==> config.mk <==
export PLATFORM = sky130hd
export DESIGN_NAME = pump_sequencer
export DESIGN_NICKNAME = d
export VERILOG_FILES = /design/src/rtl/pump_pkg.sv /design/src/rtl/pwm_slew_limiter.sv /design/src/rtl/pump_sequencer.sv
export SDC_FILE = /design/constraint.sdc
export NUM_CORES = 1
export LEC_CHECK = 0
export CORE_UTILIZATION = 40
export CTS_CLUSTER_DIAMETER = 30
export DETAILED_ROUTE_END_ITERATION = 10
export MAX_ROUTING_LAYER = met4
export PLACE_DENSITY = 0.6
export SETUP_SLACK_MARGIN = 0.1
export SLEW_MARGIN = 30
export SYNTH_ARGS = -nofsm -noshare
export SYNTH_HDL_FRONTEND = slang
export SYNTH_SLANG_ARGS = --single-unit
==> constraint.sdc <==
create_clock -name clk -period 4.2 [get_ports clk]
set_input_delay 0.63 -clock clk [delete_from_list [all_inputs] [get_ports clk]]
set_output_delay 0.63 -clock clk [all_outputs]
set_load 0.01 [all_outputs]
==> src/rtl/pump_pkg.sv <==
// Shared types and constants for the fill/drain pump sequencer.
package pump_pkg;

    typedef enum logic [2:0] {
        ST_IDLE,
        ST_RAMP,
        ST_HOLD,
        ST_RAMP_DOWN,
        ST_DEAD
    } pump_state_e;

    typedef enum logic [1:0] {
        OWN_NONE,
        OWN_A,
        OWN_B
    } pump_owner_e;

    localparam logic [7:0] PWM_MAX = 8'd230;
    localparam logic [7:0] PWM_MIN = 8'd77;

    function automatic logic [7:0] clamp_duty(input logic [7:0] req, input logic [7:0] limit);
        return (req > limit) ? limit : req;
    endfunction

endpackage

==> src/rtl/pwm_slew_limiter.sv <==
// Duty register that walks toward a target by at most RAMP_STEP per prescaler tick.
module pwm_slew_limiter #(
    parameter logic [7:0]  RAMP_STEP        = 8'd10,
    parameter int unsigned RAMP_TICK_CYCLES = 50_000
) (
    input  logic       clk,
    input  logic       reset_n,
    input  logic [7:0] target_i,
    input  logic       enable_i,
    input  logic       force_zero_i,
    output logic [7:0] duty_o,
    output logic [7:0] duty_next_o
);

    localparam int CW = (RAMP_TICK_CYCLES > 1) ? $clog2(RAMP_TICK_CYCLES) : 1;
    localparam logic [CW-1:0] TICK_LAST = CW'(RAMP_TICK_CYCLES - 1);

    logic [CW-1:0] cnt_q, cnt_d;
    logic [7:0]    duty_q, duty_d;
    logic          tick;

    // Prescaler sits at zero whenever slewing is paused, so every ramp
    // segment starts a full tick period after it is enabled.
    assign tick = enable_i && (cnt_q == TICK_LAST);

    always_comb begin
        cnt_d = cnt_q;
        if (!enable_i || force_zero_i || tick) begin
            cnt_d = '0;
        end else begin
            cnt_d = cnt_q + 1'b1;
        end
    end

    always_comb begin
        duty_d = duty_q;
        if (force_zero_i) begin
            duty_d = '0;
        end else if (tick) begin
            if (target_i > duty_q) begin
                duty_d = ((target_i - duty_q) <= RAMP_STEP) ? target_i : duty_q + RAMP_STEP;
            end else if (target_i < duty_q) begin
                duty_d = ((duty_q - target_i) <= RAMP_STEP) ? target_i : duty_q - RAMP_STEP;
            end
        end
    end

    always_ff @(posedge clk or negedge reset_n) begin
        if (!reset_n) begin
            cnt_q  <= '0;
            duty_q <= '0;
        end else begin
            cnt_q  <= cnt_d;
            duty_q <= duty_d;
        end
    end

    assign duty_o      = duty_q;
    assign duty_next_o = duty_d;

endmodule

==> src/rtl/pump_sequencer.sv <==
// Arbitrates two mutually exclusive pumps, ramps the owner's duty and
// enforces a dead time between any stop and the next start.
module pump_sequencer
    import pump_pkg::*;
#(
    parameter logic [7:0]  RAMP_STEP        = 8'd10,
    parameter int unsigned RAMP_TICK_CYCLES = 50_000,
    parameter int unsigned DEAD_TIME_CYCLES = 25_000_000,
    parameter logic [7:0]  DUTY_LIMIT       = PWM_MAX
) (
    input  logic       clk,
    input  logic       reset_n,
    input  logic [7:0] req_duty_a,
    input  logic [7:0] req_duty_b,
    input  logic       estop,
    output logic [7:0] pwm_duty_a,
    output logic [7:0] pwm_duty_b,
    output logic       busy,
    output logic       conflict
);

    localparam int DW = (DEAD_TIME_CYCLES > 1) ? $clog2(DEAD_TIME_CYCLES) : 1;
    localparam logic [DW-1:0] DEAD_LAST = DW'(DEAD_TIME_CYCLES - 1);

    pump_state_e   state_q, state_d;
    pump_owner_e   owner_q, owner_d;
    logic [DW-1:0] dead_cnt_q, dead_cnt_d;
    logic [7:0]    pwm_a_q, pwm_a_d;
    logic [7:0]    pwm_b_q, pwm_b_d;
    logic          conflict_q;

    logic [7:0]    owner_req;
    logic [7:0]    target;
    logic          slew_en;
    logic [7:0]    duty_q;
    logic [7:0]    duty_d;

    pwm_slew_limiter #(
        .RAMP_STEP        (RAMP_STEP),
        .RAMP_TICK_CYCLES (RAMP_TICK_CYCLES)
    ) u_slew (
        .clk          (clk),
        .reset_n      (reset_n),
        .target_i     (target),
        .enable_i     (slew_en),
        .force_zero_i (estop),
        .duty_o       (duty_q),
        .duty_next_o  (duty_d)
    );

    always_comb begin
        state_d    = state_q;
        owner_d    = owner_q;
        dead_cnt_d = dead_cnt_q;
        target     = '0;
        slew_en    = 1'b0;
        owner_req  = (owner_q == OWN_A) ? req_duty_a :
                     (owner_q == OWN_B) ? req_duty_b : 8'd0;

        if (estop) begin
            state_d    = ST_DEAD;
            dead_cnt_d = '0;
        end else begin
            case (state_q)
                ST_IDLE: begin
                    dead_cnt_d = '0;
                    if (req_duty_a != 8'd0) begin
                        owner_d = OWN_A;
                        state_d = ST_RAMP;
                    end else if (req_duty_b != 8'd0) begin
                        owner_d = OWN_B;
                        state_d = ST_RAMP;
                    end
                end
                ST_RAMP: begin
                    slew_en = 1'b1;
                    target  = clamp_duty(owner_req, DUTY_LIMIT);
                    if (owner_req == 8'd0) begin
                        state_d = ST_RAMP_DOWN;
                    end else if (duty_q == target) begin
                        state_d = ST_HOLD;
                    end
                end
                ST_HOLD: begin
                    target = clamp_duty(owner_req, DUTY_LIMIT);
                    if (owner_req == 8'd0) begin
                        state_d = ST_RAMP_DOWN;
                    end else if (target != duty_q) begin
                        state_d = ST_RAMP;
                    end
                end
                ST_RAMP_DOWN: begin
                    slew_en = 1'b1;
                    if (duty_q == 8'd0) begin
                        state_d    = ST_DEAD;
                        dead_cnt_d = '0;
                    end
                end
                ST_DEAD: begin
                    if (dead_cnt_q == DEAD_LAST) begin
                        state_d    = ST_IDLE;
                        owner_d    = OWN_NONE;
                        dead_cnt_d = '0;
                    end else begin
                        dead_cnt_d = dead_cnt_q + 1'b1;
                    end
                end
                default: begin
                    state_d = ST_IDLE;
                    owner_d = OWN_NONE;
                end
            endcase
        end

        // Outputs follow the next duty so a tick shows up on its own edge.
        pwm_a_d = (owner_d == OWN_A) ? duty_d : 8'd0;
        pwm_b_d = (owner_d == OWN_B) ? duty_d : 8'd0;
    end

    always_ff @(posedge clk or negedge reset_n) begin
        if (!reset_n) begin
            state_q    <= ST_IDLE;
            owner_q    <= OWN_NONE;
            dead_cnt_q <= '0;
            pwm_a_q    <= '0;
            pwm_b_q    <= '0;
            conflict_q <= 1'b0;
        end else begin
            state_q    <= state_d;
            owner_q    <= owner_d;
            dead_cnt_q <= dead_cnt_d;
            pwm_a_q    <= pwm_a_d;
            pwm_b_q    <= pwm_b_d;
            conflict_q <= (req_duty_a != 8'd0) && (req_duty_b != 8'd0);
        end
    end

    assign pwm_duty_a = pwm_a_q;
    assign pwm_duty_b = pwm_b_q;
    assign busy       = (state_q != ST_IDLE);
    assign conflict   = conflict_q;

endmodule

=== Yosys cells after proc, flatten, opt, wreduce, memory -nomap -nowiden ===
Index checks and enable logic that the tools add are counted.

* Input bits: 19
* Flip-flop bits (word level): 71
* Word-level logic and storage cells: 88
* Output and inout port bits: 18

* Multiplexer cells: 35
* $lt $le $gt $ge: 5
* Eq/ne operators: 17
* Add/subtract/negate cells: 6
* Reduce and logical (&&, ||, !) cells: 17

{| class="wikitable"
|+ Operator list
! operator !! count
|-
| $mux W8 || 13
|-
| $mux W25 || 3
|-
| $pmux W25 S3 || 1
|-
| $mux W3 || 9
|-
| $add A25 B1 Y25 const B || 1
|-
| $eq A25 B25 Y1 const B || 1
|-
| $add A16 B1 Y16 const B || 1
|-
| $eq A16 B16 Y1 const B || 1
|-
| $le A8 B4 Y1 const B || 2
|-
| $logic_not A8 Y1 || 2
|-
| $mux W16 || 1
|-
| $reduce_bool A8 Y1 || 2
|-
| $sub A8 B8 Y8 || 2
|-
| $pmux W3 S5 || 1
|-
| $ne A4 B4 Y1 const B || 3
|-
| $add A8 B4 Y8 const B || 1
|-
| $eq A8 B8 Y1 || 1
|-
| $gt A8 B8 Y1 || 1
|-
| $gt A8 B8 Y1 const B || 1
|-
| $lt A8 B8 Y1 || 1
|-
| $mux W2 || 4
|-
| $ne A8 B8 Y1 || 1
|-
| $sub A8 B4 Y8 const B || 1
|-
| $eq A3 B2 Y1 const B || 2
|-
| other kinds (17) || 24
|}

=== Logic depth before layout (Yosys ltp) ===
* Word-level depth: 15
* Depth in mapped cells: 18
* Mapped depth without buffers: 16

=== Hierarchy ===
Synthesis repeated with hierarchy kept, for this count alone.

* Cell total of the unflattened synthesis: 580
* Area total of the unflattened synthesis: 5068.6 um^2

{| class="wikitable"
|+ By module, submodules not included
! module !! seq. area each (um^2) !! area an instance (um^2) !! times used !! cells an instance
|-
| pump_sequencer || 1176.1 || 2732.6 || 1 || 305
|-
| pwm_slew_limiter || 600.6 || 2336.0 || 1 || 275
|}

=== Worst setup path after synthesis ===
Ideal clock, no wire load.

* Path type: in2reg
* Start point: input port req_duty_a[1]
* End point: register pwm_b_q[7] (netlist: pwm_duty_b[7])
* Data arrival time: 3.984 ns
* Data required time: 4.064 ns
* Path slack: 0.080 ns
* Path buffers: 0
* Stages: 16
* Library setup time: 0.136 ns
* Path through: and4b_1 -> or2_2 -> a21o_1 -> o21ai_1 -> and3_1 -> inv_1 -> ha_1 -> fa_1 -> nor2b_1 -> o2111a_1 -> nor2_1 -> a211oi_1 -> o21ai_0 -> o221a_2 -> nor3_1 -> nor3_1

* Longest elaborated chain between the ends: 13
* Elaborated cells between the ends (all ways): 23
* Those cells by class: add/sub (2); order compare (5); eq/ne (1); mux (14); reduce/logical (1)

{| class="wikitable"
|+ RTL lines
! element !! line !! RTL
|-
| start: declaration || pump_sequencer.sv:13 || <nowiki>input logic [7:0] req_duty_a,</nowiki>
|-
| $mux W8 || pump_sequencer.sv:57 || <nowiki>owner_req = (owner_q == OWN_A) ? req_duty_a :</nowiki>
|-
| $gt A8 B8 Y1 || pump_pkg.sv:22 || <nowiki>return (req > limit) ? limit : req;</nowiki>
|-
| $mux W8 || pump_pkg.sv:22 ||
|-
| $mux W8 || -- ||
|-
| $mux W8 || pump_sequencer.sv:60 || <nowiki>if (estop) begin</nowiki>
|-
| $sub A8 B8 Y8 || pwm_slew_limiter.sv:43 || <nowiki>duty_d = ((duty_q - target_i) <= RAMP_STEP) ? target_i : duty_q - RAMP_STEP;</nowiki>
|-
| $le A8 B4 Y1 || pwm_slew_limiter.sv:43 ||
|-
| $mux W8 || pwm_slew_limiter.sv:43 ||
|-
| $mux W8 || pwm_slew_limiter.sv:42 || <nowiki>end else if (target_i < duty_q) begin</nowiki>
|-
| $mux W8 || pwm_slew_limiter.sv:40 || <nowiki>if (target_i > duty_q) begin</nowiki>
|-
| $mux W8 || pwm_slew_limiter.sv:39 || <nowiki>end else if (tick) begin</nowiki>
|-
| $mux W8 || pwm_slew_limiter.sv:37 || <nowiki>if (force_zero_i) begin</nowiki>
|-
| $mux W8 * || pump_sequencer.sv:117 || <nowiki>pwm_b_d = (owner_d == OWN_B) ? duty_d : 8'd0;</nowiki>
|-
| net pwm_b_d[7] || pump_sequencer.sv:29 || <nowiki>logic [7:0] pwm_b_q, pwm_b_d;</nowiki>
|-
| end signal: assignment || pump_sequencer.sv:133 || <nowiki>pwm_b_q <= pwm_b_d;</nowiki>
|-
| end: declaration || pump_sequencer.sv:29 ||
|}

Mark *: on every way through the listed nets, which the timed path passes. The rest lies on a longest branch.
A chain may end at the register's enable or synchronous reset.

=== Final worst setup path ===
* Start point: input port req_duty_b[7]
* End point: register pwm_a_q[3] (netlist: pwm_duty_a[3])

* Longest elaborated chain between the ends: 14
* Elaborated cells between the ends (all ways): 25
* Those cells by class: add/sub (2); order compare (5); eq/ne (1); mux (16); reduce/logical (1)

{| class="wikitable"
|+ RTL lines
! element !! line !! RTL
|-
| start: declaration || pump_sequencer.sv:14 || <nowiki>input logic [7:0] req_duty_b,</nowiki>
|-
| $mux W8 || pump_sequencer.sv:58 || <nowiki>(owner_q == OWN_B) ? req_duty_b : 8'd0;</nowiki>
|-
| $mux W8 || pump_sequencer.sv:57 ||
|-
| $gt A8 B8 Y1 || pump_pkg.sv:22 ||
|-
| $mux W8 || pump_pkg.sv:22 ||
|-
| $mux W8 || -- ||
|-
| $mux W8 || pump_sequencer.sv:60 ||
|-
| $sub A8 B8 Y8 || pwm_slew_limiter.sv:43 ||
|-
| $le A8 B4 Y1 || pwm_slew_limiter.sv:43 ||
|-
| $mux W8 || pwm_slew_limiter.sv:43 ||
|-
| $mux W8 || pwm_slew_limiter.sv:42 ||
|-
| $mux W8 || pwm_slew_limiter.sv:40 ||
|-
| $mux W8 || pwm_slew_limiter.sv:39 ||
|-
| $mux W8 || pwm_slew_limiter.sv:37 ||
|-
| $mux W8 * || pump_sequencer.sv:116 || <nowiki>pwm_a_d = (owner_d == OWN_A) ? duty_d : 8'd0;</nowiki>
|-
| net pwm_a_d[3] || pump_sequencer.sv:28 || <nowiki>logic [7:0] pwm_a_q, pwm_a_d;</nowiki>
|-
| end signal: assignment || pump_sequencer.sv:132 || <nowiki>pwm_a_q <= pwm_a_d;</nowiki>
|-
| end: declaration || pump_sequencer.sv:28 ||
|}

Marked as above.

==> results.toml <==
[run_status]
status = "complete, no violations"

[clock_network]
cts_root_buf = "clkbuf_16"
htree_num_levels = 3
clock-sinks = 71
cts_buffer_depth = 2
cts_tree = "built"
cts_hold_buf = 0
clk_pin_slew_ns = 0.06
cts_buffers = 9
clk_latency_ns = 0.33

[placed_design]
hpwlAfterDp_um = 11500
dp_cells = 887
place_congestion = 0.940
pre_cts_ws_ns = -0.614
io_buffers = 36
dpl_cell_area_um2 = 6310

[final_layout]
fillers = 1094
area_growth_pct = 42.4
drive_gt1_share_pct = 29.7
final_cells = 925
layout.nets = 792
n_antenna_cell = 0
final_area_um2 = 7210

[critical_path]
max_stage_delay_ns = 0.53
endpoint_kind = "register"
critPathMaxFanout = 5
crit_path_top_delay_cell = "or4_4"
crit_cells = 20
rr_startpoint = "owner_q[1]"
crit_buf_inv = 6
timing.rr.end = "pwm_duty_a[3]"
cp_data_arrival_time_ns = 4.21
crit_start = "req_duty_b[7]"
required_ns = 4.40
path_class = "in -> reg"
reg2reg_depth = 17
cp_top_family = "simple AND/OR/NAND/NOR gates"
path_cells = "clkdlybuf4s50_1 -> and3b_1 -> nor2_2 -> nor2_2 -> o21ai_2 -> buf_6 -> a21oi_4 -> buf_6 -> inv_2 -> ha_4 -> nor2_4 -> a211oi_2 -> or4_4 -> a221oi_4 -> buf_6 -> and3_4 -> o21ai_4 -> buf_6 -> o221ai_4 -> nor2_1"
start_kind = "input port"
endpoint = "pwm_duty_a[3]"
crit_top_cell = "buf_6"
rrSetupSlack_ns = 0.21

[grt]
grt_usage_pct = 25.5
grt_pass1_wl_um = 25300
grt_max_degree = 49
antenna_found_initial = 0
grt_pass1_vias = 5117
gr-total-overflow = 0

[sta]
layout_setup_ws_ns = 0.192
grt_setup_unrepaired = "true"
finClkSkew_ns = 0.00716
finalCriticalPeriod_ns = 4.01
max_slew_margin_pct = 35.1
fmax_mhz = 249
tightest_slew_ns = 0.966
finalCritPeriodShare_pct = 95.4
final.setup.tns_ns = 0
finalSetupViolCount = 0
final_hold_viol_count = 0
slew_viol_final = 0

[power_and_ir_drop]
peakVddDrop_v = 0.000352
power_density_nw_per_um2 = 413
post-layout-total-power_w = 0.00297
p_leak_nw = 3.20

[logic_synthesis]
synthCells = 601
synth-seq-cells = 71
synth_common_cells = "nor2_1 (97), dfrtp_1 (71), nand2_1 (44), o21ai_0 (37), inv_1 (23)"
synth-edff-count = 0
ys_async_sr_fraction_pct = 100
ys_warn_count = 0
synth_cell_types = 70
synth_top_area_share_pct = 35.1
yosys-top-cells-area = "dfrtp_1 (35%), nor2_1 (7.2%), ha_1 (4.7%), o21ai_0 (3.7%), nand2_1 (3.3%)"
synth_area_leader_cell = "dfrtp_1"
synth_area_per_cell_um2 = 8.42
yosysSeqAreaShare_pct = 35.1
synth.most_common_cell = "nor2_1"
synth_ff_type = "dfrtp_1"
syn-cell-area_um2 = 5060
synth_nets = 641

[drt]
drtIter0Drc = 360
via_per_inst = 5.55
wl_met3_um = 704
routed_wl_um = 15600
maxUsedRoutingLayer = "met4"
wl_met1_um = 7020
wl_per_cell_um = 16.9
dr.pass1.iters = 5
wl_met2_um = 7510
drcViolationCount = 0
ant_nets = 0
vias = 5133

[floorplan]
coreArea_um2 = 12200
fp.dieW_um = 114
initial_core_util_pct = 41.6
rows = 40
io_pins = 37
design.die.area_um2 = 13100
die_h_um = 114

[run]
drv_cap = 0

[hold_path]
hp-class = "in -> async"
## worst min-delay path by stage
stage / from / endpoint / slack, ns / cells after the start
floorplan: reset_n / conflict / 0.33 / 0
CTS: reset_n / dead_cnt_q[6] / 0.33 / 1
finish: reset_n / dead_cnt_q[6] / 0.31 / 1
detailed placement: u_slew.cnt_q[0] / u_slew.cnt_q[0] / 0.45 / 1
global route: reset_n / dead_cnt_q[4] / 0.36 / 1
global placement: u_slew.cnt_q[0] / u_slew.cnt_q[0] / 0.44 / 1
## final cells by class
type / instances / area, um^2 / share of cell area, %
timing repair buffer: 165 / 1350 / 18.8
sequential: 71 / 1780 / 24.7
multi-input combinational: 480 / 3450 / 47.8
clock inverter: 6 / 83.8 / 1.16
tap: 168 / 210 / 2.92
clock buffer: 10 / 239 / 3.32
inverter: 25 / 93.8 / 1.30
## flip-flops by register name (all words and copies together) (netlist names)
| register | count |
|---|---|
| dead_cnt_q | 25 |
| u_slew.cnt_q | 16 |
| pwm_duty_a | 8 |
| pwm_duty_b | 8 |
| u_slew.duty_o | 8 |
| state_q | 3 |
| owner_q | 2 |
| conflict | 1 |
## cell usage in the layout, fill, tap and decap left out, types with 5 or more instances in the layout
cell and n:
clkdlybuf4s50_1 22, and4b_1 6, a22oi_1 6, buf_6 6, buf_4 124, o211ai_1 6, o22ai_1 5, nand3_1 19
nand3b_1 5, o31ai_1 7, ha_1 12, nor3_1 14, and2_1 6, and3_1 14, nand2b_1 6, nor4_1 10
nand4_1 8, nor2_1 86, nor2_2 8, a21oi_1 17, o21ai_0 36, dfrtp_1 69, a21o_1 8, xor2_1 17
clkbuf_16 9, dlymetal6s2s_1 7, a211oi_1 8, nand2_1 43, inv_1 20, ha_4 7, a211oi_2 5, xnor2_1 18
## metrics by stage
step | utilization (%) | hold WS [ns]
5_1_grt | 59.2 | 0.357
3_5_place_dp | 51.9 | 0.454
3_3_place_gp | 51.9 | 0.441
6_report | 59.2 | 0.306
4_1_cts | 56.7 | 0.329
2_1_floorplan | - | 0.334
## layer usage
layer  GRT usage, %  vias to the layer above
met5              -                        -
met4           11.3                        0
met3           3.86                       31
met2           40.2                      115
met1           32.7                     2500
li1               -                     2487
## report_power, final
part | total (W) | internal, W | switching (W)
clock | 0.000812 | 0.000533 | 0.000279
sequential | 0.000754 | 0.000711 | 0.0000424
combinational | 0.00141 | 0.000674 | 0.000735
total | 0.00297 | 0.00192 | 0.00106
## kinds of logic after synthesis
kind of cell / synth area share [%]
fa+ha+maj: 5.49
buf+inv: 4.28
flops: 35.1
compound gates: 20.9
xor+xnor: 6.06
simple gates: 27.8
mux: 0.396
## what timing repair did
action                                  4_1_cts  5_1_grt
pin swaps                                    24       41
hold endpoints to repair                      0        0
cloned                                        0        0
endpoints found under the setup margin       24       24
resized for setup                            46       56
buffers inserted                             10       12
(Power assumes the default switching activity.)
